<file path="src/rtl/emac_rx_gtx.sv">
// Receive-side GMII framer: strips preamble/SFD, checks CRC-32 and length,
// drops the FCS and hands payload bytes with sof/eof and a good/bad verdict.
module emac_rx_gtx #(
  parameter int MIN_LEN = 64,
  parameter int MAX_LEN = 1518
) (
  input  logic        clk,
  input  logic        rst_n,
  input  logic [7:0]  gmii_rxd,
  input  logic        gmii_rx_dv,
  input  logic        gmii_rx_er,
  output logic [7:0]  rx_data,
  output logic        rx_data_valid,
  output logic        rx_sof,
  output logic        rx_eof,
  output logic        rx_good,
  output logic        rx_bad,
  output logic [15:0] rx_frame_cnt,
  output logic [15:0] rx_err_cnt
);

  localparam logic [10:0] MIN_C   = 11'(MIN_LEN);
  localparam logic [10:0] MAX_C   = 11'(MAX_LEN);
  localparam logic [31:0] RESIDUE = 32'hDEBB20E3;

  typedef enum logic [1:0] {IDLE, PRE, DATA, DROP} state_t;

  state_t      state;
  logic [7:0]  rxd_r;
  logic        dv_r;
  logic        er_r;
  logic [31:0] crc;
  logic [10:0] cnt;
  logic [2:0]  fill;
  logic [31:0] sr;
  logic        err_flag;
  logic        sof_pend;
  logic [31:0] crc_nxt;
  logic        good_now;

  function automatic logic [31:0] crc_byte(input logic [31:0] c, input logic [7:0] d);
    logic [31:0] r;
    r = c ^ {24'h0, d};
    for (int i = 0; i < 8; i++)
      r = r[0] ? ((r >> 1) ^ 32'hEDB88320) : (r >> 1);
    return r;
  endfunction

  function automatic logic [15:0] sat_inc16(input logic [15:0] v);
    return (v == 16'hFFFF) ? v : v + 16'd1;
  endfunction

  function automatic logic [10:0] sat_inc11(input logic [10:0] v);
    return (v == 11'h7FF) ? v : v + 11'd1;
  endfunction

  assign crc_nxt  = crc_byte(crc, rxd_r);
  assign good_now = (crc == RESIDUE) && (cnt >= MIN_C) && (cnt <= MAX_C) && !err_flag;

  always_ff @(posedge clk or negedge rst_n) begin
    if (!rst_n) begin
      state         <= IDLE;
      rxd_r         <= 8'h00;
      dv_r          <= 1'b0;
      er_r          <= 1'b0;
      crc           <= 32'hFFFFFFFF;
      cnt           <= 11'd0;
      fill          <= 3'd0;
      sr            <= 32'h0;
      err_flag      <= 1'b0;
      sof_pend      <= 1'b0;
      rx_data       <= 8'h00;
      rx_data_valid <= 1'b0;
      rx_sof        <= 1'b0;
      rx_eof        <= 1'b0;
      rx_good       <= 1'b0;
      rx_bad        <= 1'b0;
      rx_frame_cnt  <= 16'h0;
      rx_err_cnt    <= 16'h0;
    end else begin
      rxd_r         <= gmii_rxd;
      dv_r          <= gmii_rx_dv;
      er_r          <= gmii_rx_er;
      rx_data_valid <= 1'b0;
      rx_sof        <= 1'b0;
      rx_eof        <= 1'b0;
      rx_good       <= 1'b0;
      rx_bad        <= 1'b0;
      unique case (state)
        IDLE: begin
          if (dv_r) state <= (rxd_r == 8'h55) ? PRE : DROP;
        end
        PRE: begin
          if (!dv_r) begin
            state <= IDLE;
          end else if (rxd_r == 8'hD5) begin
            state    <= DATA;
            crc      <= 32'hFFFFFFFF;
            cnt      <= 11'd0;
            fill     <= 3'd0;
            err_flag <= 1'b0;
            sof_pend <= 1'b1;
          end else if (rxd_r != 8'h55) begin
            state <= DROP;
          end
        end
        DATA: begin
          if (!dv_r) begin
            state <= IDLE;
            if (cnt >= 11'd5) begin
              rx_eof <= 1'b1;
              rx_good <= good_now;
              rx_bad  <= !good_now;
              if (good_now) rx_frame_cnt <= sat_inc16(rx_frame_cnt);
              else          rx_err_cnt   <= sat_inc16(rx_err_cnt);
            end else begin
              rx_err_cnt <= sat_inc16(rx_err_cnt);
            end
          end else if (cnt >= MAX_C) begin
            // Oversize: close the frame now and swallow the rest until dv falls.
            state      <= DROP;
            rx_eof     <= 1'b1;
            rx_bad     <= 1'b1;
            rx_err_cnt <= sat_inc16(rx_err_cnt);
          end else begin
            cnt <= sat_inc11(cnt);
            crc <= crc_nxt;
            sr  <= {sr[23:0], rxd_r};
            if (er_r) err_flag <= 1'b1;
            // Four bytes of look-behind keep the FCS from ever reaching rx_data.
            if (fill == 3'd4) begin
              rx_data       <= sr[31:24];
              rx_data_valid <= 1'b1;
              rx_sof        <= sof_pend;
              sof_pend      <= 1'b0;
            end else begin
              fill <= fill + 3'd1;
            end
          end
        end
        DROP: begin
          if (!dv_r) state <= IDLE;
        end
        default: state <= IDLE;
      endcase
    end
  end

endmodule

</file>
<file path="config.mk">
export PLATFORM = sky130hd
export DESIGN_NAME = emac_rx_gtx
export DESIGN_NICKNAME = d
export VERILOG_FILES = /design/src/rtl/emac_rx_gtx.sv
export SDC_FILE = /design/constraint.sdc
export NUM_CORES = 1
export LEC_CHECK = 0
export BUFFER_PORTS_ARGS = -buffer_cell sky130_fd_sc_hd__buf_2
export CAP_MARGIN = 20
export CORE_ASPECT_RATIO = 0.5
export CORE_MARGIN = 1.5
export CORE_UTILIZATION = 60
export CTS_CLUSTER_SIZE = 10
export DETAILED_ROUTE_END_ITERATION = 7
export GPL_TIMING_DRIVEN = 0
export HOLD_SLACK_MARGIN = 0.05
export PLACE_DENSITY = 0.8
export SKIP_CTS_REPAIR_TIMING = 1
export SYNTH_ARGS = -nofsm -noshare
export SYNTH_HDL_FRONTEND = slang
export SYNTH_SLANG_ARGS = --single-unit
</file>
<file path="constraint.sdc">
create_clock -name clk -period 2.4 [get_ports clk]
set_clock_uncertainty 0.15 [all_clocks]
set_input_delay 0.48 -clock clk [delete_from_list [all_inputs] [get_ports clk]]
set_output_delay 0.48 -clock clk [all_outputs]
set_load 0.005 [all_outputs]
</file>
## Yosys cells after proc, flatten, opt, wreduce, memory -nomap -nowiden

Cells that the tools add are included.

- Add/subtract/negate cells: 4
- Order comparisons: 4
- Equality and inequality tests: 25
- Muxes and demuxes: 69
- Bitwise operators: 12
- Reductions and logical operators: 17

Operators by type and width:

| kind | number |
|---|---|
| two-way mux 32 bit | 12 |
| inverter 13 -> 14 bit | 8 |
| two-way mux 16 bit | 5 |
| case mux 32 bit (2 select lines) | 1 |
| two-way mux 11 bit | 5 |
| adder 16 x 1 -> 16 bit (second input constant) | 2 |
| == test 16 bit (second input constant) | 2 |
| == test 32 bit (second input constant) | 1 |
| XOR 32 x 8 -> 32 bit | 1 |
| two-way mux 1 bit | 28 |
| AND reduction 6 bit | 4 |
| case mux 11 bit (2 select lines) | 1 |
| inequality test 2 bit (second input constant) | 10 |
| two-way mux 2 bit | 8 |
| two-way mux 3 bit | 5 |
| adder 11 x 1 -> 11 bit (second input constant) | 1 |
| == test 11 bit (second input constant) | 1 |
| greater-or-equal comparator 11 bit (second input constant) | 1 |
| greater-or-equal comparator 11 x 3 -> 1 bit (second input constant) | 1 |
| greater-or-equal comparator 11 x 7 -> 1 bit (second input constant) | 1 |
| less-or-equal comparator 11 bit (second input constant) | 1 |
| AND reduction 5 bit | 2 |
| == test 8 x 7 -> 1 bit (second input constant) | 1 |
| == test 8 bit (second input constant) | 1 |
| 18 further kinds | 28 |

- Flip-flop bits (word level): 137
- Input port bits: 12
- Logic and storage cells: 149

## Logic depth before layout (Yosys ltp)

- Depth after elaboration: 20
- Mapped depth: 8
- Gate-level depth less buffers: 7

## Worst setup path before layout

OpenSTA, ideal clock, no wires.

- Path kind: flip-flop to flip-flop
- From: register crc[6]
- To: register rx_err_cnt[1]
- Setup time: 0.125 ns
- Arrival: 1.958 ns
- Required time: 2.125 ns
- Path slack: 0.167 ns
- Stages on the path, launching flop included: 7
- Path buffers: 0
- Period minus slack after synthesis: 2.233 ns
- Path through: dfstp_2 -> and4bb_2 -> nand4_1 -> or4_4 -> o21bai_4 -> nor2_2 -> mux2_4

- Longest elaborated chain between the ends: 6

Ends and longest elaborated chain:

| element | line | RTL |
|---|---|---|
| start, declared | 32 | `logic [31:0] crc;` |
| start signal, assigned | 127 | `crc <= crc_nxt;` |
| == test 32 bit | 58 | `assign good_now = (crc == RESIDUE) && (cnt >= MIN_C) && (cnt <= MAX_C) && !err_flag;` |
| logical AND 1 bit (3 in series) | 58 |  |
| inequality test 3 bit (no source line) | - |  |
| AND reduction 3 bit (no source line) | - |  |
| end signal, assigned | 115 | `else rx_err_cnt <= sat_inc16(rx_err_cnt);` |
| end signal, assigned | 117 | `rx_err_cnt <= sat_inc16(rx_err_cnt);` |
| end signal, assigned | 124 | `rx_err_cnt <= sat_inc16(rx_err_cnt);` |
| end, declared | 19 | `output logic [15:0] rx_err_cnt` |

No other way between the ends.
A chain may end at the register's enable or synchronous reset.

## Worst setup path in the final report

- From: register crc[7]
- To: register rx_err_cnt[2]

The elaborated chain is that of the path after synthesis.

==> summary.md <==
| Metric | Value |
|---|---|
| Number of DRC markers in iteration 0 | 460 |
| Post-synthesis mux area share | 1.95% |
| YS warnings | 0 |
| # DRC | 0 |
| Most area-hungry cell type in the Yosys netlist | dfrtp_1 |
| Mapped Area | 0.00655 sq mm |
| Filler cell count | 640 |
| Peak VDD IR | 0.785 mV |
| Setup crit start kind | register |
| Post-Syn Instances | 627 |
| CP Capture Type | register |
| Worst setup path class | reg -> reg |
| Starting Density | 62.9% |
| Met2 usage | 41.1% |
| Global-route wire length before repair | 23500 microns |
| Simple-Gate Fraction of Synth Area | 20.7% |
| Number of synthesized register bits | 137 |
| Post-Synth Adder-Cell Area | 1.34% |
| CTS Root Cell | clkbuf_16 |
| Post-synthesis sequential area ratio | 52.9% |
| Vias per cell | 5.72 |
| Slew headroom | 41.0% |
| 1st-pass router iterations | 8 |
| Worst EP required | 2.54 ns |
| Number of synthesized flops with an enable pin | 0 |
| Die Y | 76.9 microns |
| Failing checks | negative setup slack |
| Top_reg_cell synth | dfrtp_1 |
| I/O pin count | 57 |
| P_leak | 3.78 nW |
| Final period util | 103% |
| Total GRT Usage | 26.5% |
| Num CTS Buffers | 17 |
| Clock sink count | 137 |
| Port bufs | 56 |
| Antenna Nets Post-Route | 0 |
| Commonest cells post-synth | nand2_1, dfrtp_1, xnor2_1 |
| Min cycle time layout | 2.46 ns |
| Largest family of logic cells by synthesized area | simple AND/OR/NAND/NOR gates |
| RePlAce Congestion | 0.907 |
| Layout overhead on the synthesized area | 22.1% |
| Core box area | 0.0104 sq mm |
| DP HPWL | 9590 microns |
| H-tree depth | 4 |
| Compound-cell area share of the yosys netlist | 5.46% |
| Data arrival time of the critical path | 2.60 ns |
| RSZ-0062 raised after global routing | yes |
| Vias in the first global route | 4772 |
| Layout cells sized above 1 | 27.0% |
| Pin count of the biggest net entering global routing | 86 |
| Max-slew violation count | 0 |
| Worst Tran Pin Value | 0.878 ns |
| Asr flop ratio synth | 100% |
| Site Rows | 26 |
| Final Hold Viols | 0 |
| Antenna violations before repair | 0 |
| Chip width | 151 microns |
| CTS tree | built |
| CTS max path bufs | 2 |
| Min-Delay Path Class | reg -> reg |
| GR Util met3 | 7.86% |
| Vias | 5044 |
| Grt total ovfl | 0 |
| Syn nets | 646 |
| Fmax | 406 MHz |
| Min Hold Slack | 0.316 ns |
| Slowest CP cell | dfstp_2 |
| Worst-path clk slew | 0.06 ns |
| Met1 usage | 35.9% |
| Post-Synth XOR/XNOR Area | 15.5% |
| Final setup fails | 25 |
| Synth unique cells | 50 |
| Routed length per instance | 17.1 microns |
| Post-Place Setup Slack | -0.152 ns |
| Gr busiest metal | met2 |
| Die area | 0.0116 sq mm |
| Synth top area share | 40.1% |
| Setup TNS | -0.530 ns |
| Worst-path maximum fanout | 5 |
| Overall Power | 9.73 mW |
| Worst-Skew Late Latency | 0.42 ns |
| Final wirelength | 15100 microns |
| Crit path cell chain | and4b_1 -> nand4_1 -> or4_4 -> o21bai_4 -> buf_6 -> nor3b_4 -> xor2_1 |
| Fin nets | 748 |
| Status | finished, violations left |
| Maxcap violations | 0 |
| ANT cells | 0 |
| Pwr per Cell Area | 1220 mW/mm^2 |
| Mean Syn Cell Area | 10.4 sq um |
| Setup WS post-layout | -0.0647 ns |
| Most numerous cell in the Yosys netlist | nand2_1 |
| Max incr delay on CP | 0.56 ns |
| Top cells by area, synth | dfrtp_1, dfstp_2, xnor2_1 |
-- registers in the layout, summed over array words and instances (netlist names) --
name	flops
rx_bad	1
dv_r	1
fill	3
cnt	11
rx_data	8
rx_frame_cnt	16
rx_eof	1
rxd_r	8
rx_err_cnt	16
sof_pend	1
err_flag	1
state	2
rx_sof	1
rx_data_valid	1
crc	32
rx_good	1
er_r	1
sr	32
-- critical path, delay by kind of cell (launching register included) --
family / cells / cell delay [ns]
AND/OR/NAND/NOR: 4 / 0.96
buffers and inverters: 1 / 0.19
AO/OA/AOI/OAI: 1 / 0.29
XOR/XNOR: 1 / 0.18
flip-flops: 1 / 0.56
-- placed cells by master, fill, tap and decap left out, drive strengths merged, types with 7 or more instances in the layout --
master / n
nand2: 126
xor2: 45
mux2: 11
ha: 7
nor3: 35
and3: 12
nand3: 22
nor2: 32
dfstp: 32
dlygate4sd3: 11
a21oi: 33
xnor2: 63
clkbuf: 34
dfrtp: 105
inv: 10
buf: 82
nand4: 12
-- metrics by stage --
stage | utilization (%) | cell area, sq um | cells
after floorplan | - | 6550 | 627
after global placement | 67.3 | 7010 | 823
after detailed placement | 67.6 | 7040 | 824
after CTS | 73.3 | 7630 | 856
after global routing | 76.8 | 8000 | 882
final | 76.8 | 8000 | 882
-- path summary, 6_finish.rpt --
| kind | depth (start not counted) | to | from | slack (ns) |
|---|---|---|---|---|
| setup reg to reg | 7 | rx_err_cnt[2]$_DFFE_PN0P_ | crc[7]$_DFFE_PN1P_ | -0.06 |
| max in group asynchronous | 3 | crc[10]$_DFFE_PN1P_ | rst_n | 0.87 |
| hold / removal | 2 | sr[9]$_DFFE_PN0P_ | sr[1]$_DFFE_PN0P_ | 0.32 |
| hold reg to reg | 2 | sr[9]$_DFFE_PN0P_ | sr[1]$_DFFE_PN0P_ | 0.32 |
| min in group asynchronous | 2 | rx_frame_cnt[2]$_DFFE_PN0P_ | rst_n | 0.43 |
| setup / recovery | 7 | rx_err_cnt[2]$_DFFE_PN0P_ | crc[7]$_DFFE_PN1P_ | -0.06 |
-- per-layer routing --
metal  wire (microns)  up-vias
li1                 -     2328
met1             6770     2507
met2             7070      177
met3              959       32
met4              263        0
met5                0        -
-- power breakdown --
| part | internal, mW | switching, mW | total (mW) |
|---|---|---|---|
| combinational | 1.73 | 1.91 | 3.64 |
| sequential | 2.98 | 0.490 | 3.47 |
| clock | 1.59 | 1.03 | 2.62 |
-- cell type report --
cell class | instances | area, sq um | area share [%]
multi-input combinational | 458 | 3070 | 38.3
tap | 140 | 175 | 2.19
sequential | 137 | 3470 | 43.4
clock inverter | 13 | 141 | 1.77
timing repair buffer | 84 | 548 | 6.85
inverter | 7 | 26.3 | 0.329
clock buffer | 19 | 453 | 5.66
buffer | 24 | 120 | 1.50
-- kinds of logic after synthesis --
family / after synthesis
AOI/OAI and AO/OA: 56
adders and majority gates: 7
muxes: 11
xor gates and xnor gates: 108
buffers and inverters: 32
and+or+nand+nor: 276
DFF: 137
(Power assumes the default switching activity.)
